### config.mk
export PLATFORM = sky130hd
export DESIGN_NAME = mux_2x1
export DESIGN_NICKNAME = d
export VERILOG_FILES = /design/src/rtl/mux_2x1.sv
export SDC_FILE = /design/constraint.sdc
export NUM_CORES = 1
export LEC_CHECK = 0
export CAP_MARGIN = 10
export CORE_MARGIN = 2
export CORE_UTILIZATION = 40
export CTS_CLUSTER_DIAMETER = 150
export CTS_CLUSTER_SIZE = 25
export DETAILED_ROUTE_END_ITERATION = 10
export MAX_ROUTING_LAYER = met4
export PLACE_DENSITY_LB_ADDON = 0.1
export SETUP_SLACK_MARGIN = 0.05
export SYNTH_ARGS = -nofsm -noshare
export SYNTH_HDL_FRONTEND = slang
export SYNTH_SLANG_ARGS = --single-unit
export TNS_END_PERCENT = 30
### constraint.sdc
create_clock -name clk -period 3.07 [get_ports clk]
set_input_delay 0.307 -clock clk [delete_from_list [all_inputs] [get_ports clk]]
set_output_delay 0.307 -clock clk [all_outputs]
set_load 0.05 [all_outputs]
### src/rtl/mux_2x1.sv
// ---------------------------------------------------------------------------
// mux_2x1 -- two-input word-wide multiplexer with a registered copy.
//
// Purpose:
//   salMux is the zero-latency selection (sel ? e2 : e1), intended for
//   datapath use such as ALU operand selection. A registered copy with a
//   valid flag and a select-switch counter is provided for pipelined
//   consumers and debug visibility.
//
// Ports:
//   clk       in   1      system clock, rising edge
//   reset     in   1      synchronous, active-high reset
//   e1        in   WIDTH  data input 0 (sel = 0)
//   e2        in   WIDTH  data input 1 (sel = 1)
//   sel       in   1      select
//   en        in   1      load enable for the registered path
//   salMux    out  WIDTH  combinational mux output
//   salMux_r  out  WIDTH  registered mux output
//   sel_r     out  1      sel captured alongside salMux_r
//   valid_r   out  1      salMux_r was loaded on the previous edge
//   sw_cnt    out  CNT_W  saturating count of sel changes between
//                         consecutive loads
//   par_r     out  1      (only with MUX2X1_PARITY_EN) XOR-reduction of
//                         the value held in salMux_r
//
// Optional feature macro: MUX2X1_PARITY_EN
// ---------------------------------------------------------------------------
module mux_2x1 #(
    parameter int WIDTH = 32,
    parameter int CNT_W = 16
) (
    input  logic             clk,
    input  logic             reset,
    input  logic [WIDTH-1:0] e1,
    input  logic [WIDTH-1:0] e2,
    input  logic             sel,
    input  logic             en,
    output logic [WIDTH-1:0] salMux,
    output logic [WIDTH-1:0] salMux_r,
    output logic             sel_r,
    output logic             valid_r,
`ifdef MUX2X1_PARITY_EN
    output logic [CNT_W-1:0] sw_cnt,
    output logic             par_r
`else
    output logic [CNT_W-1:0] sw_cnt
`endif
);

    logic [WIDTH-1:0] w_mux;
    logic             w_switch;
    logic             w_cnt_sat;

    logic [WIDTH-1:0] r_data;
    logic             r_sel;
    logic             r_valid;
    logic [CNT_W-1:0] r_sw_cnt;

    // Zero-latency path: never touched by clk, reset or en.
    assign w_mux  = sel ? e2 : e1;
    assign salMux = w_mux;

    // A switch only counts between back-to-back loads; after an idle cycle
    // or reset r_valid is 0, so the first load is never a switch.
    assign w_switch  = en && r_valid && (sel != r_sel);
    assign w_cnt_sat = (r_sw_cnt == {CNT_W{1'b1}});

    always_ff @(posedge clk) begin
        if (reset) begin
            r_data   <= '0;
            r_sel    <= 1'b0;
            r_valid  <= 1'b0;
            r_sw_cnt <= '0;
        end else if (en) begin
            r_data  <= w_mux;
            r_sel   <= sel;
            r_valid <= 1'b1;
            if (w_switch && !w_cnt_sat) begin
                r_sw_cnt <= r_sw_cnt + 1'b1;
            end
        end else begin
            // Data, select and count hold; only the valid flag drops.
            r_valid <= 1'b0;
        end
    end

    assign salMux_r = r_data;
    assign sel_r    = r_sel;
    assign valid_r  = r_valid;
    assign sw_cnt   = r_sw_cnt;

`ifdef MUX2X1_PARITY_EN
    logic r_par;

    always_ff @(posedge clk) begin
        if (reset) begin
            r_par <= 1'b0;
        end else if (en) begin
            r_par <= ^w_mux;
        end
    end

    assign par_r = r_par;
`endif

endmodule

Word-level counts from Yosys, hierarchy flattened
Cells that the tools add are included.
{"block": "word_totals", "elab_cells": 14, "input_bits": 68, "regBits": 50}
{"block": "op_classes", "eq_ne": 2, "reduce_logical": 5, "n_addsub": 1, "muxes": 2}
{"op": "two-way mux 32 bit", "n": 1}
{"op": "adder 16 x 1 -> 16 bit (second input constant)", "n": 1}
{"op": "equality test 16 bit (second input constant)", "n": 1}
{"op": "logical AND 1 bit", "n": 3}
{"op": "AND reduction 2 bit", "n": 1}
{"op": "zero test 1 bit", "n": 1}
{"op": "two-way mux 1 bit", "n": 1}
{"op": "!= test 1 bit", "n": 1}

Logic depth before layout (Yosys ltp)
Gate-level depths: netlist (run 1).
{"block": "logic_depth", "depth_word": 4, "mapped_depth": 6}

Least setup slack after synthesis (run 1)
No wires, ideal clock.
{"block": "synth_timing", "path_kind": "register to register", "startpoint": "reg r_sw_cnt[0] (netlist: sw_cnt[0])", "endpoint": "reg r_sw_cnt[11] (netlist: sw_cnt[11])", "stages_incl_launch_ff": 6, "path_buffers": 0, "arrival_time_ns": 2.240, "path_slack_ns": 0.710, "cell_sequence": "dfxtp_1 > ha_1 > nand4_1 > or4_1 > and4_1 > mux2_2"}
{"block": "synth_via", "elab_chain_cells": 4, "word_cells_on_any_way": 5, "classes_between": "add/sub (1); eq/ne (1); reduce/logical (3)"}
{"element": "start, declared", "line_no": "57", "text": "logic [CNT_W-1:0] r_sw_cnt;"}
{"element": "start signal, assigned", "line_no": "79", "text": "r_sw_cnt <= r_sw_cnt + 1'b1;"}
{"element": "parallel branches: the longest is 4 deep, another holds adder 16 x 1 -> 16 bit"}
Several ways; the timed one is not identified.
A chain may end at the register's enable or synchronous reset.

Worst setup path in the final report (run 1)
{"block": "layout_timing", "startpoint": "in sel", "endpoint": "out salMux[17]"}
{"block": "layout_via", "elab_chain_cells": 1}
{"element": "start, declared", "line_no": "36", "text": "input logic sel,"}
{"element": "two-way mux 32 bit", "line_no": "60", "text": "assign w_mux = sel ? e2 : e1;"}
{"element": "end, declared", "line_no": "38", "text": "output logic [WIDTH-1:0] salMux,"}
No other way between the ends.

==> out/qor.yml, run 1 <==
run_status:
  status: "finished clean"
floorplan:
  die_x_um: 82.2
  start_util_pct: 41.3
  dieHeight_um: 82.2
  die_area_sq_um: 6760
  ios: 150
  rows: 28
  core-area_sq_um: 5920
synthesis:
  synth_most_common_cell: "dfxtp_1"
  ys_warn_count: 0
  synth_mux_area_share_pct: 28.7
  synthTopCellsByCount: "dfxtp_1, nor2_1, mux2_2, mux2i_1, a21oi_1"
  synth_simple_gate_area_share_pct: 16.6
  syn_area_sq_um: 2450
  synth_ff_type: "dfxtp_1"
  synth_sequential_area_ratio_pct: 40.9
  avgSynthCellArea_sq_um: 9.82
  synth_fa_ha_area_share_pct: 0.512
  ys_async_sr_fraction_pct: 0
  synthXorXnorAreaFrac_pct: 1.13
  synth.distinct_cells: 35
  synth_area_leaders: "dfxtp_1, mux2_2, mux2i_1"
  syn_inst: 249
  ys_seq_elements: 50
  synth_compound_area_share_pct: 8.95
  synth.top_cell.area_share_pct: 40.9
  yosysTopAreaCell: "dfxtp_1"
  syn_nets: 318
  synth-edff-count: 0
  synth_top_family_by_area: "multiplexers"
detailed_routing:
  wl_um: 7230
  drtIter0Drc: 61
  first_pass_iters: 4
  num_vias: 2428
  route.detailed.wl_per_inst_um: 15.4
  drc: 0
  viasPerCell: 5.17
  ant_nets: 0
setup_path:
  start_kind: "input port"
  arrival_ns: 2.01
  worstPathRequired_ns: 2.76
  end_kind: "output pin"
  critPathKind: "input port to output pin"
  rr_worst_depth: 5
  cp_max_fo: 19
global_route:
  antenna_found_initial: 0
  grt_first_pass_wirelength_um: 10900
  grt_max_degree: 35
  grt_remaining_overflow: 0
  grtUsageTotal_pct: 21.6
  grt_pass1_vias: 2267
sta:
  fin_crit_sh_pct: 75.5
  fmax_mhz: 431
  rsz0062_at_grt: "false"
  hold_viol: 0
  setup_viol: 0
  period_needed_ns: 2.32
  tightest_slew_ns: 0.705
  slew_viol_final: 0
  clock_skew_ns: 0.00892
  relSlewSlack_pct: 52.6
  tns_ns: 0
min_path:
  whs_path_depth: 2
  hold_class: "input port to flip-flop"
cts:
  cts_buffer_depth: 2
  post-cts-setup-buffers: 0
  numCtsBuffers: 5
  cts_num_sinks: 50
  cts_root_buffer: "clkbuf_8"
  ctsResizeCount: 0
  clk-insertion-delay-late_ns: 0.30
  htree_levels: 2
  clk_pin_slew_ns: 0.08
  ctsHoldBuffers: 0
  cts_tree: "built"
layout:
  nNetsFinal: 463
  syn_to_final_growth_pct: 68.0
  diodes: 0
  drive_above_1_share_pct: 13.2
placed_design:
  dp_hpwl_um: 5520
  port-buffer-count: 149
  place_congestion: 0.775
flow_run:
  drv_cap: 0
power:
  irDropWorstVdd_uv: 240
  leakagePower_uw: 0.00154
  p_per_area_nw_per_um2: 421
  p_total_uw: 1730
[worst max-delay path: stages]
cell             delay (ns)
buf_2                  0.38
buf_12                 0.23
mux2_2                 0.36
clkdlybuf4s50_1        0.72
[path summary, 6_finish.rpt]
kind / from / end / slack, ns
hold / removal: reset / salMux_r[10] / 0.50
hold reg to reg: salMux_r[17] / salMux_r[17] / 0.50
setup reg to reg: sw_cnt[0] / sw_cnt[11] / 0.89
setup / recovery: sel / salMux[17] / 0.75
[area by class of cell]
type                    count  area (sq um)
fillers                   465          1810
repair buffers            154          1530
multi-input cells         179          1370
flip-flops and latches     50          1000
well taps                  75          93.8
clock buffers               7          76.3
clock inverters             1          30.0
inverters                   4          15.0
[per-layer routing]
metal	part of all wire, %	vias up	routed length (um)	global-route usage, %
li1	-	1195	-	-
met1	43	1120	3080	26.4
met2	48	105	3510	34.8
met3	8.1	8	584	6.74
met4	0.80	0	58	5.33
met5	0	-	0	-
[cells in the final DEF (no fill, tap or decap), types with 2 or more instances in the layout]
cell type | Yosys | layout
a211oi_1 | 5 | 5
mux2i_1 | 33 | 33
o21ai_0 | 2 | 2
clkbuf_8 | 0 | 5
nor2_1 | 41 | 41
or4_1 | 6 | 6
inv_1 | 4 | 4
nand2_1 | 5 | 5
mux2_2 | 33 | 33
nand4_1 | 4 | 4
nor2b_1 | 2 | 2
dfxtp_1 | 50 | 50
nand3_1 | 5 | 5
o31ai_1 | 5 | 5
and4_1 | 2 | 2
buf_4 | 0 | 4
a41oi_1 | 2 | 2
a31oi_1 | 2 | 2
a311oi_1 | 4 | 4
clkbuf_1 | 7 | 2
clkdlybuf4s50_1 | 0 | 146
a21oi_1 | 10 | 10
nor3_1 | 2 | 2
buf_2 | 2 | 3
nor4_1 | 5 | 5
[where the power goes]
part           switching, uW  internal (uW)  total (uW)  leakage [uW]
logic                    337            240         578       0.00108
clock network            210            244         454     0.0000524
registers               17.6            679         697      0.000410
total                    565           1160        1730       0.00154
[registers in the layout, summed over array words and instances (netlist names)]
signal	flops
salMux_r	32
sw_cnt	16
sel_r	1
valid_r	1
[cell families (layout without fill, tap and decap cells)]
logic type,Yosys count,in the layout
DFF,50,50
and+or+nand+nor,79,79
xor gates and xnor gates,1,1
muxes,66,66
AOI/OAI and AO/OA,32,32
buffers and inverters,20,166
adders and majority gates,1,1
[per-stage QoR]
step                hold slack [ns]  utilization, %  instances  worst slack [ns]  instance area [sq um]
finish                        0.500            69.4        470             0.751                   4110
global placement              0.471            67.6        462             0.761                   4000
CTS                           0.477            69.4        470             0.731                   4110
floorplan                     0.669               -        249             0.710                   2450
detailed placement            0.482            67.6        462             0.690                   4000
global route                  0.514            69.4        470             0.689                   4110
Power figures use the tool's default switching activity.
==> run 2, diff against run 1 <==
CORE_UTILIZATION = 34   (was 40)
clock period = 1.9 ns   (was 3.07 ns; I/O delays follow)
==> run 2 against run 1 <==
  * Worst hold slack worse by 0.15 ns
  * Via count rose by 0.12%
  * Die area grew 17%
  * Design area grew 0.21%
  * Sequential power up 61%
  * Total power is 54% higher
  * Sequential share of layout area grew 0.65 points
  * Cell count up 5.7%
  * Clock power increased by 41%
  * First-iteration DRC count is 51% higher
  * Clock-buffer cell count stayed put
  * Register-to-register slack got worse by 0.78 ns
  * Critical path type is now flip-flop to output pin
  * Largest power group unchanged
==> out/qor.yml, run 2 (same netlist as run 1, synthesis figures left out) <==
run_status:
  status: "finished clean"
min_path:
  hold_class: "input port to flip-flop"
detailed_routing:
  met3_length_um: 512
  ant_nets: 0
  wl_um: 6990
  top_layer: "met4"
  met2WireLength_um: 3540
  drtIter0Drc: 92
  num_vias: 2431
  drc: 0
  viasPerCell: 4.89
  route.detailed.wl_per_inst_um: 14.1
  first_pass_iters: 4
  wl_met1_um: 2820
floorplan:
  core-area_sq_um: 6870
  ios: 150
  start_util_pct: 35.6
  die_area_sq_um: 7890
  die_x_um: 88.8
  dieHeight_um: 88.8
  rows: 30
placed_design:
  place_area_sq_um: 4010
  pre_cts_ws_ns: 0.0688
  place_congestion: 0.862
  port-buffer-count: 149
  dp_hpwl_um: 5330
global_route:
  grt_pass1_vias: 2353
  grt_max_degree: 35
  grtUsageTotal_pct: 17.9
  grt_first_pass_wirelength_um: 10800
  antenna_found_initial: 0
  grt_remaining_overflow: 0
flow_run:
  drv_cap: 0
sta:
  hold_ws_ns: 0.349
  slew_viol_final: 0
  rsz0062_at_grt: "true"
  clock_skew_ns: 0.00869
  tns_ns: 0
  period_needed_ns: 1.79
  relSlewSlack_pct: 62.5
  setup_viol: 0
  fin_ws_ns: 0.110
  fin_crit_sh_pct: 94.2
  fmax_mhz: 559
  hold_viol: 0
  tightest_slew_ns: 0.563
cts:
  cts_num_sinks: 50
  cts_root_buffer: "clkbuf_8"
  clk_pin_slew_ns: 0.09
  cts_buffer_depth: 2
  htree_levels: 2
  cts_tree: "built"
  numCtsBuffers: 5
  clk-insertion-delay-late_ns: 0.30
setup_path:
  cp_max_fo: 5
  start_kind: "flip-flop"
  crit_chain: "buf_4 -> clkdlybuf4s50_1"
  arrival_ns: 1.60
  end_kind: "output pin"
  critPathBufInv: 2
  worstPathRequired_ns: 1.71
  slowest_delay_ns: 0.80
  critical_path.slowest_cell: "clkdlybuf4s50_1"
  r2r_setup_slack_ns: 0.11
  critPathKind: "flip-flop to output pin"
  critPathTopFamily: "buffers and inverters"
layout:
  largest_register_ff_count: 32
  mostFrequentLayoutCells: "clkdlybuf4s50_1, buf_4, nor2_1, dfxtp_1"
  seq_area_sq_um: 1030
  multiInputGateArea_sq_um: 1380
  diodes: 0
  final_common_cell: "clkdlybuf4s50_1"
  fillers: 625
  syn_to_final_growth_pct: 68.3
  drive_above_1_share_pct: 26.9
  stdcell_area_sq_um: 4120
  nNetsFinal: 469
power:
  p_per_area_nw_per_um2: 647
  irDropWorstVdd_uv: 353
  leakagePower_uw: 0.00160
==> run 2: cell count changes in the layout (fill, tap and decap cells not counted), sizes merged <==
cell           delta
buf              +38
bufinv            -1
clkdlybuf4s50    -32
clkinv            +1
==> run 2: final cells by class <==
cell class	count	share of cell area (%)
repair buffers	160	35.9
multi-input cells	179	33.6
flip-flops and latches	50	25.0
well taps	96	2.92
clock buffers	7	2.10
inverters	4	0.365
clock inverters	1	0.122
==> run 2: what timing repair did <==
item,CTS,global route
buffers inserted,0,2
resized for setup,0,2
setup endpoints to repair,0,3
hold buffers,0,0
==> run 2: final timing paths <==
path | startpoint | depth (start not counted) | endpoint
setup / recovery | sw_cnt[0] | 2 | sw_cnt[0]
hold / removal | reset | 2 | salMux_r[19]
setup reg to reg | sw_cnt[0] | 5 | sw_cnt[11]
hold reg to reg | salMux_r[19] | 2 | salMux_r[19]
==> run 2: power breakdown <==
part	total (uW)	switching, uW	internal (uW)
clock	640	345	295
combinational	905	537	368
sequential	1120	27.0	1090
==> run 2: stage by stage <==
stage / util (%) / total power [uW] / cells
finish: 59.9 / 2660 / 497
global route: 59.9 / 2800 / 497
CTS: 59.6 / 2710 / 495
detailed placement: 58.3 / 2060 / 487
global placement: 58.3 / 2050 / 487
floorplan: - / 1710 / 249
==> run 2: per-layer routing <==
metal,track usage [%],vias to the layer above
li1,-,1214
met1,20.9,1111
met2,30.5,97
met3,4.48,9
met4,5.23,0
met5,-,-
==> run 2: worst register-to-register path, cell delays in order, from the launching register on <==
cell     delay [ns]
dfxtp_4        0.38
ha_4           0.16
nand4_1        0.15
or4_4          0.51
and4_1         0.22
mux2_2         0.26
==> run 3, diff against run 2 <==
GPL_TIMING_DRIVEN = 0   (was not set)
==> run 3 against run 2 <==
  * Worst hold slack got worse by 0.073 ns
  * Sequential cell count unchanged
  * Design area increased by 1.6%
  * First-iteration DRC count decreased by 13%
  * Critical path depth increased by 3
  * Clock skew decreased by 0.0015 ns
  * Fmax decreased by 3.7%
  * Combinational power decreased by 1%
  * Sequential power about the same
  * Cell count increased by 1.2%
  * Global-route usage increased by 0.27 points
  * Critical path type is now flip-flop to flip-flop
==> out/qor.yml, run 3 (same netlist as run 1, synthesis figures left out) <==
run_status:
  status: "finished clean"
setup_path:
  critPathTopFamily: "simple AND/OR/NAND/NOR gates"
  start_kind: "flip-flop"
  r2r_setup_slack_ns: 0.04
  critical_path.slowest_cell: "or4_4"
  worstPathRequired_ns: 2.12
  crit_chain: "clkbuf_8 -> nand4_4 -> or4_4 -> or4_1 -> a21oi_1"
  slowest_delay_ns: 0.60
  crit_end: "sw_cnt[10]"
  end_kind: "flip-flop"
  critPathBufInv: 1
  r2r_start: "sw_cnt[5]"
  critical_path_depth: 5
  cp_max_fo: 8
  rr_worst_depth: 5
  critPathKind: "flip-flop to flip-flop"
  crit_start: "sw_cnt[5]"
  arrival_ns: 2.08
  worst_r2r_endpoint: "sw_cnt[10]"
global_route:
  grt_max_degree: 15
  grt_first_pass_wirelength_um: 10800
  grt_pass1_vias: 2248
  grtUsageTotal_pct: 18.2
  antenna_found_initial: 0
  grt_remaining_overflow: 0
layout:
  seq_area_sq_um: 1030
  mostFrequentLayoutCells: "clkdlybuf4s50_1, nor2_1, dfxtp_1, mux2_2, mux2i_1"
  syn_to_final_growth_pct: 71.0
  nNetsFinal: 475
  stdcell_area_sq_um: 4180
  multiInputGateArea_sq_um: 1410
  largest_register_ff_count: 32
  fillers: 628
  drive_above_1_share_pct: 17.9
  final_common_cell: "clkdlybuf4s50_1"
  final_cells: 503
  diodes: 0
sta:
  clock_skew_ns: 0.00723
  period_needed_ns: 1.86
  hold_viol: 0
  fmax_mhz: 538
  relSlewSlack_pct: 52.8
  hold_ws_ns: 0.276
  rsz0062_at_grt: "true"
  tns_ns: 0
  tightest_slew_ns: 0.707
  setup_viol: 0
  fin_crit_sh_pct: 97.8
  slew_viol_final: 0
floorplan:
  dieHeight_um: 88.8
  ios: 150
  rows: 30
  start_util_pct: 35.6
  die_area_sq_um: 7890
  die_x_um: 88.8
  core-area_sq_um: 6870
cts:
  htree_levels: 2
  clk_pin_slew_ns: 0.09
  numCtsBuffers: 5
  cts_num_sinks: 50
  cts_tree: "built"
  clk-insertion-delay-late_ns: 0.30
  cts_root_buffer: "clkbuf_8"
  ctsHoldBuffers: 0
  cts_buffer_depth: 2
detailed_routing:
  first_pass_iters: 4
  num_vias: 2498
  wl_um: 7180
  drtIter0Drc: 80
  ant_nets: 0
  wl_met1_um: 3000
  route.detailed.wl_per_inst_um: 14.3
  top_layer: "met4"
  met2WireLength_um: 3650
  viasPerCell: 4.97
  drc: 0
  met3_length_um: 452
power:
  irDropWorstVdd_uv: 303
  leakagePower_uw: 0.00162
  p_per_area_nw_per_um2: 626
  p_total_uw: 2620
placed_design:
  dp_cells: 491
  dp_hpwl_um: 5540
  place_area_sq_um: 4080
  place_congestion: 0.768
  port-buffer-count: 146
flow_run:
  drv_cap: 0
min_path:
  hold_class: "input port to flip-flop"
  hp-start: "reset"
-- run 3: changes by cell type in the layout (fill, tap and decap cells not counted) --
| cell | before | now |
|---|---|---|
| buf_1 | 0 | 3 |
| buf_2 | 3 | 5 |
| buf_4 | 43 | 4 |
| clkbuf_1 | 1 | 10 |
| clkdlybuf4s50_1 | 114 | 116 |
| clkinv_2 | 1 | 0 |
| dfxtp_2 | 11 | 12 |
| dfxtp_4 | 4 | 3 |
| dlygate4sd2_1 | 0 | 29 |
| dlymetal6s2s_1 | 0 | 1 |
| nor3_1 | 2 | 1 |
| nor3_4 | 0 | 1 |
| nor4_1 | 5 | 3 |
| nor4_2 | 0 | 2 |
-- run 3: what timing repair did --
item                                    in CTS  in global routing
pin swaps                                    2                  3
buffers inserted                             0                  4
endpoints found under the setup margin      39                 12
resized for setup                           34                  4
-- run 3: layout make-up --
class | instances | share of cell area [%]
inverters | 4 | 0.359
multi-input cells | 179 | 33.6
plain buffers | 16 | 1.82
repair buffers | 150 | 34.8
clock buffers | 8 | 1.91
well taps | 96 | 2.87
flip-flops and latches | 50 | 24.6
-- run 3: where the power goes --
group          switching [uW]  leakage [uW]  internal, uW
logic                     541       0.00116           355
registers                27.1      0.000418          1090
clock network             338     0.0000395           263
-- run 3: worst min path at each step --
| stage | end | cells after the start | slack, ns |
|---|---|---|---|
| 2_1_floorplan | sw_cnt[11] | 3 | 0.55 |
| 3_3_place_gp | salMux_r[13] | 2 | 0.47 |
| 3_5_place_dp | salMux_r[19] | 2 | 0.48 |
| 4_1_cts | sw_cnt[11] | 3 | 0.29 |
| 5_1_grt | sel_r | 3 | 0.31 |
| 6_report | sw_cnt[11] | 3 | 0.28 |
-- run 3: layer usage --
layer,GRT usage [%],vias up
li1,-,1223
met1,22.0,1175
met2,30.1,91
met3,4.66,9
met4,4.82,0
met5,-,-
-- run 3: worst min-delay path, cell delays in order --
cell,delay [ns]
clkbuf_1,0.13
nor2_1,0.10
mux2_2,0.14
-- run 3: stage by stage --
stage | utilization (%) | worst slack (ns)
4_1_cts | 60.2 | -0.0873
3_3_place_gp | 59.3 | -0.374
6_report | 60.9 | 0.0423
5_1_grt | 60.9 | -0.0490
2_1_floorplan | - | -0.0650
3_5_place_dp | 59.3 | -0.373
